**src/rtl/ibuffer_shift_buffer.sv**
```systemverilog
// ibuffer_shift_buffer
// ---------------------------------------------------------------------------
// Two-row, 16-entry instruction parcel buffer between the fetch unit and the
// ibuffer dequeuer. Row0 (entries 0-7) is the oldest. Row1 (entries 8-15) is
// the youngest. When row0 has no valid entries left, row1 moves down into
// row0. A new fetch line is written into the lowest row that is empty after
// that shift.
//
// Optional feature macro: IBUFFER_EARLY_READY_EN
//   defined   : fetch_ready also rises in a cycle whose dequeue drains row0.
//               This adds a combinational path from deq_fire/deqing_vec to
//               fetch_ready.
//   undefined : fetch_ready = row1 empty. It is a pure register decode.
//
// Ports
//   CLK, nRST              clock, asynchronous active-low reset
//   fetch_valid            fetch line offered this cycle
//   fetch_valid_vec[8]     per-parcel valid of the offered line
//   fetch_uncompressed_vec first half of a 32-bit instruction, per parcel
//   fetch_redirect_vec     parcel ends a predicted redirect, per parcel
//   fetch_parcels          8 parcels, lane k at [k*PARCEL_WIDTH +: PARCEL_WIDTH]
//   fetch_ready            the line is accepted if fetch_valid
//   deq_fire, deqing_vec   entries consumed this cycle
//   flush                  discard all contents
//   valid_vec, uncompressed_vec, redirect_vec, parcel_vec
//                          registered per-entry state presented to the dequeuer
// ---------------------------------------------------------------------------
module ibuffer_shift_buffer #(
    parameter int PARCEL_WIDTH = 16
) (
    input  logic                       CLK,
    input  logic                       nRST,
    input  logic                       fetch_valid,
    input  logic [7:0]                 fetch_valid_vec,
    input  logic [7:0]                 fetch_uncompressed_vec,
    input  logic [7:0]                 fetch_redirect_vec,
    input  logic [8*PARCEL_WIDTH-1:0]  fetch_parcels,
    output logic                       fetch_ready,
    input  logic                       deq_fire,
    input  logic [15:0]                deqing_vec,
    input  logic                       flush,
    output logic [15:0]                valid_vec,
    output logic [15:0]                uncompressed_vec,
    output logic [15:0]                redirect_vec,
    output logic [16*PARCEL_WIDTH-1:0] parcel_vec
);

    logic [15:0]             valid_q, unc_q, redir_q;
    logic [PARCEL_WIDTH-1:0] data_q [16];

    logic [15:0]             valid_n, unc_n, redir_n;
    logic [PARCEL_WIDTH-1:0] data_n [16];

    logic [15:0] valid_deq;
    logic        shift_row;
    logic        enq_row1;
    logic        accept;

`ifdef IBUFFER_EARLY_READY_EN
    // Row1 frees up when this cycle's dequeue empties row0, because row1
    // moves down on the same edge.
    assign fetch_ready = ~|valid_q[15:8]
                       | (deq_fire & ((valid_q[7:0] & ~deqing_vec[7:0]) == 8'h00));
`else
    assign fetch_ready = ~|valid_q[15:8];
`endif

    assign accept = fetch_valid & fetch_ready;

    // Next state is computed as dequeue, then row shift, then enqueue, then
    // flush. Flush overrides the other three steps.
    always_comb begin
        // NOTE: every signal gets a default first, so no path through this block leaves a latch.
        valid_deq = deq_fire ? (valid_q & ~deqing_vec) : valid_q;
        shift_row = (valid_deq[7:0] == 8'h00);
        valid_n   = valid_deq;
        unc_n     = unc_q;
        redir_n   = redir_q;
        data_n    = data_q;
        enq_row1  = 1'b0;

        if (shift_row) begin
            for (int i = 0; i < 8; i++) begin
                valid_n[i] = valid_deq[i+8];
                unc_n[i]   = unc_q[i+8];
                redir_n[i] = redir_q[i+8];
                data_n[i]  = data_q[i+8];
            end
            valid_n[15:8] = 8'h00;
        end

        // The line goes to row1 only when row0 still holds something after
        // the shift.
        enq_row1 = |valid_n[7:0];

        if (accept) begin
            for (int k = 0; k < 8; k++) begin
                if (enq_row1) begin
                    valid_n[k+8] = fetch_valid_vec[k];
                    unc_n[k+8]   = fetch_uncompressed_vec[k];
                    redir_n[k+8] = fetch_redirect_vec[k];
                    data_n[k+8]  = fetch_parcels[k*PARCEL_WIDTH +: PARCEL_WIDTH];
                end else begin
                    valid_n[k]   = fetch_valid_vec[k];
                    unc_n[k]     = fetch_uncompressed_vec[k];
                    redir_n[k]   = fetch_redirect_vec[k];
                    data_n[k]    = fetch_parcels[k*PARCEL_WIDTH +: PARCEL_WIDTH];
                end
            end
        end

        if (flush) begin
            valid_n = 16'h0000;
        end
    end

    always_ff @(posedge CLK or negedge nRST) begin
        if (!nRST) begin
            valid_q <= '0;
            unc_q   <= '0;
            redir_q <= '0;
            // NOTE: the parcel storage is reset as well, because parcel_vec must read zero out of reset.
            for (int i = 0; i < 16; i++) begin
                data_q[i] <= '0;
            end
        end else begin
            // NOTE: use non-blocking assignments for all state, so every register samples the pre-edge values.
            valid_q <= valid_n;
            unc_q   <= unc_n;
            redir_q <= redir_n;
            data_q  <= data_n;
        end
    end

    assign valid_vec        = valid_q;
    assign uncompressed_vec = unc_q;
    assign redirect_vec     = redir_q;

    always_comb begin
        parcel_vec = '0;
        for (int i = 0; i < 16; i++) begin
            parcel_vec[i*PARCEL_WIDTH +: PARCEL_WIDTH] = data_q[i];
        end
    end

endmodule
```
**config.mk**
```make
export PLATFORM = sky130hd
export DESIGN_NAME = ibuffer_shift_buffer
export DESIGN_NICKNAME = d
export VERILOG_FILES = /design/src/rtl/ibuffer_shift_buffer.sv
export SDC_FILE = /design/constraint.sdc
export NUM_CORES = 1
export LEC_CHECK = 0
export CORE_MARGIN = 8
export CORE_UTILIZATION = 41
export CTS_BUF_LIST = sky130_fd_sc_hd__clkbuf_4
export DETAILED_ROUTE_END_ITERATION = 8
export GPL_TIMING_DRIVEN = 0
export MAX_ROUTING_LAYER = met4
export PLACE_DENSITY_LB_ADDON = 0.2
export SLEW_MARGIN = 15
export SYNTH_ARGS = -nofsm -noshare
export SYNTH_HDL_FRONTEND = slang
export SYNTH_SLANG_ARGS = --single-unit
```
**constraint.sdc**
```tcl
create_clock -name CLK -period 1.84 [get_ports CLK]
set_input_delay 0.368 -clock CLK [delete_from_list [all_inputs] [get_ports CLK]]
set_output_delay 0.368 -clock CLK [all_outputs]
set_load 0.05 [all_outputs]
```
==> results.md, run 1 <==
- The flow ran to the end, but the final reports show violations.
- The final reports fail on negative hold slack, negative setup slack.
- The synthesized netlist occupies a cell area of 0.0127 mm2.
- The max-slew violation count is 0.
- The placeable core region is just over 0.03 mm2.
- The overall routed net length is 60500 um.
- The total routing usage reported by global routing is 0.316.
- The total I/O pin count is roughly 480.
- The CTS sink count is 304.
- Once detail routing completed, the nets flagged for antenna violations numbered 0.
- Relative to the synthesized area, the layout overhead comes to 81.0%.
- The global-route wire length before repair is about 86000 um.
- The global route total overflow is 0.
- The Yosys step of the flow raised 0 warnings.
- The effective utilization at floorplan is 0.415.
- Buffers inserted during clock tree synthesis total 82.
- The count of filler cells inserted in the layout is 2083.
- Leaving out fill and tap cells, the most frequent cells in the layout are 289 x sky130_fd_sc_hd__dfrtp_1, 221 x sky130_fd_sc_hd__clkbuf_2, 169 x sky130_fd_sc_hd__clkdlybuf4s50_1, 160 x sky130_fd_sc_hd__clkbuf_4, 151 x sky130_fd_sc_hd__inv_1.
- The clock arrives with between 50 and 60 ps of skew.
- The count of different cell masters after synthesis is 26.
- The normalized max-slew margin is 0.518.
- The class of the tightest hold or removal check is in2async.
- Setup repair after global routing could not meet its margin everywhere.
- The sequential cell area fraction in the yosys report is 0.600.
- After detailed routing, the number of remaining DRC violations is 0.
- Leaving out fill and tap cells, the most frequent cell in the layout is sky130_fd_sc_hd__dfrtp_1.
- For this run, the top clock speed supported by timing is ~0.42 GHz.
- The final routed wire length divided by cell count is 24.5 um.
- Of the cells placed in the final design, the portion with a size suffix greater than 1 is 0.512.
- The root buffer cell is sky130_fd_sc_hd__clkbuf_4.
- The net count after synthesis is 1533.
- In this run the tool buffered the top-level ports with approximately 480 buffer cells.
- Counting along the longest clock path gives a buffer depth of 3.
- The number of global-route vias before repair is ~15000.
- The instance count of the mapped netlist is 1360.
- The minimum clock period after layout is 2370 ps.
- The setup-violating endpoint count in the final report is 307.
- The number of DRC markers after the initial detailed-route iteration is around 730.
- Clock-pin slew was measured on the worst setup and hold paths at 70 ps.
- Synthesis inferred about 300 register bits.
- The via total after detailed routing is 13700.
- The tool flagged a number of max-cap violations equal to 0.
- The arrival time reported for the critical path endpoint is 2010 ps.
- The type of element capturing the critical path is an output pin.
- The die width is 192 um.
- After floorplanning, the core was divided into 64 placement rows.
- The H-tree was split into 3 levels.
- The number of antenna violations at the first check in global routing was 6.
- The CTS tree is yes.
- The number of failing hold endpoints at the final stage is 80.
- Summed over all nets, the half-perimeter wirelength after detailed placement is 37700 um.
- Final hold analysis gives a worst-case slack of -366 ps.
- The clock latency reported for the late side of the worst-skew pair is 710 ps.
- The final net count is 2180.
- The setup path with the least slack is of type reg2out.
- STA classifies the critical path startpoint as a flip-flop.
- Of the available clock period, the critical path in the final layout requires 1.29.
- The core utilization of the finished layout is 0.752.
- The number of vias per cell after detailed routing is between 5 and 6.
- The congestion estimate from routability-driven global placement came to 0.867.
- Data on the critical path is required at its endpoint by 1470 ps.
- The floorplan step set the die height to 192 um.
- The first detailed-routing pass took 5 iterations.
- The die area is 0.0368 mm2.
- The average cell area after synthesis is just over 9 um2.
- Summed over all failing endpoints, the final setup total negative slack is -112560 ps.
- The transition time of the tightest slew-check pin is 723 ps.
- Entering global routing, the biggest net connects 82 pins.
- Of all nets on the critical path, the largest fanout is 3.
- The slack of the critical path is -534 ps.
-- sequential cells by signal, summed over array words and instances (netlist names) --
register / cells
redirect_vec: 16
valid_vec: 16
uncompressed_vec: 16
parcel_vec: 256
-- cell families (layout without fill, tap and decap cells) --
group	count (synthesis)	count (layout)	synth area share
DFF	304	304	0.600
other	0	7	0
buffers and inverters	249	953	0.0867
muxes	7	7	0.00622
and+or+nand+nor	486	486	0.150
AOI/OAI and AO/OA	314	314	0.157
-- cells in the mapped netlist --
library cell | number | area, um2
sky130_fd_sc_hd__a22oi_1 | 1 | 7.51
sky130_fd_sc_hd__inv_1 | 151 | 567
sky130_fd_sc_hd__buf_4 | 22 | 165
sky130_fd_sc_hd__nor4_1 | 3 | 18.8
sky130_fd_sc_hd__nor2_1 | 145 | 544
sky130_fd_sc_hd__a21oi_4 | 1 | 16.3
sky130_fd_sc_hd__a21oi_1 | 9 | 45.0
sky130_fd_sc_hd__or4_4 | 2 | 22.5
sky130_fd_sc_hd__buf_6 | 3 | 33.8
sky130_fd_sc_hd__o2111ai_1 | 1 | 8.76
sky130_fd_sc_hd__dfrtp_1 | 304 | 7610
sky130_fd_sc_hd__or2_2 | 2 | 12.5
sky130_fd_sc_hd__nor4_4 | 1 | 21.3
sky130_fd_sc_hd__nand2_1 | 326 | 1220
sky130_fd_sc_hd__a31oi_1 | 144 | 901
sky130_fd_sc_hd__o22ai_1 | 150 | 938
sky130_fd_sc_hd__mux2_2 | 7 | 78.8
sky130_fd_sc_hd__nor2_4 | 1 | 11.3
sky130_fd_sc_hd__buf_2 | 47 | 235
sky130_fd_sc_hd__a31o_2 | 1 | 8.76
sky130_fd_sc_hd__nor3_4 | 1 | 16.3
sky130_fd_sc_hd__clkbuf_1 | 25 | 93.8
sky130_fd_sc_hd__buf_1 | 1 | 3.75
sky130_fd_sc_hd__nand2_2 | 1 | 6.26
sky130_fd_sc_hd__a311oi_1 | 7 | 61.3
sky130_fd_sc_hd__nand2b_1 | 4 | 25.0
-- per-layer routing --
metal | vias to the layer above | global-route usage | wire [um]
li1 | 5940 | - | -
met1 | 6858 | 0.348 | 21600
met2 | 708 | 0.523 | 30100
met3 | 171 | 0.0975 | 5930
met4 | 0 | 0.138 | 2920
met5 | - | - | 0
-- layout make-up --
type | instances | area [um2] | area share
flip-flops and latches | 304 | 7630 | 0.332
multi-input cells | 807 | 6970 | 0.304
repair buffers | 566 | 4980 | 0.217
plain buffers | 95 | 1240 | 0.0542
clock buffers | 124 | 931 | 0.0406
inverters | 151 | 567 | 0.0247
well taps | 396 | 495 | 0.0216
clock inverters | 17 | 106 | 0.00464
diodes | 7 | 17.5 | 0.000764
-- critical path, cell delays in order, from the launching register on --
cell	delay (ps)
sky130_fd_sc_hd__dfrtp_2	420
sky130_fd_sc_hd__or4_4	580
sky130_fd_sc_hd__nor2_4	150
sky130_fd_sc_hd__buf_8	160
-- stage by stage --
stage	setup slack (ps)	std cells	hold WS, ps	instance area, um2
after detailed placement	-1310	2234	396	18100
after global placement	-14230	2231	515	18000
after floorplan	-528	1360	72.4	12800
after global routing	-608	2466	-342	22900
after CTS	-570	2466	-373	22600
final	-534	2467	-366	22900
-- timing repair --
| item | CTS | global route |
|---|---|---|
| buffers inserted | 51 | 13 |
| endpoints found under the hold margin | 80 | 80 |
| gates cloned | 40 | 6 |
| pin swaps | 318 | 182 |
| resized for setup | 663 | 989 |
| setup endpoints to repair | 609 | 584 |
-- worst paths after layout --
kind,end,start,slack [ps],depth (start not counted)
max reg2reg,parcel_vec[220]$_DFFE_PN0P_,valid_vec[8]$_DFF_PN0_,-480,8
max in group asynchronous,parcel_vec[241]$_DFFE_PN0P_,nRST,600,4
min reg2reg,parcel_vec[63]$_DFF_PN0_,parcel_vec[191]$_DFFE_PN0P_,540,2
min,valid_vec[3]$_DFF_PN0_,nRST,-370,1
max,fetch_ready,valid_vec[8]$_DFF_PN0_,-530,3
min in group CLK,valid_vec[6]$_DFF_PN0_,flush,190,2
Power of run 1 is not shown: default switching activity piles up to over one toggle a cycle in this logic, so the estimate is an artifact.
==> inputs of run 2 (changes only) <==
--- a/config.mk
+++ b/config.mk
@@ -8,6 +8,7 @@
 export CORE_MARGIN = 8
 export CORE_UTILIZATION = 41
 export CTS_BUF_LIST = sky130_fd_sc_hd__clkbuf_4
+export CTS_CLUSTER_SIZE = 24
 export DETAILED_ROUTE_END_ITERATION = 8
 export GPL_TIMING_DRIVEN = 0
 export MAX_ROUTING_LAYER = met4
==> results of run 2 <==
No change in the layout: final DEF, timing and power equal those of run 1.
Power of run 2 is left out for the same reason.
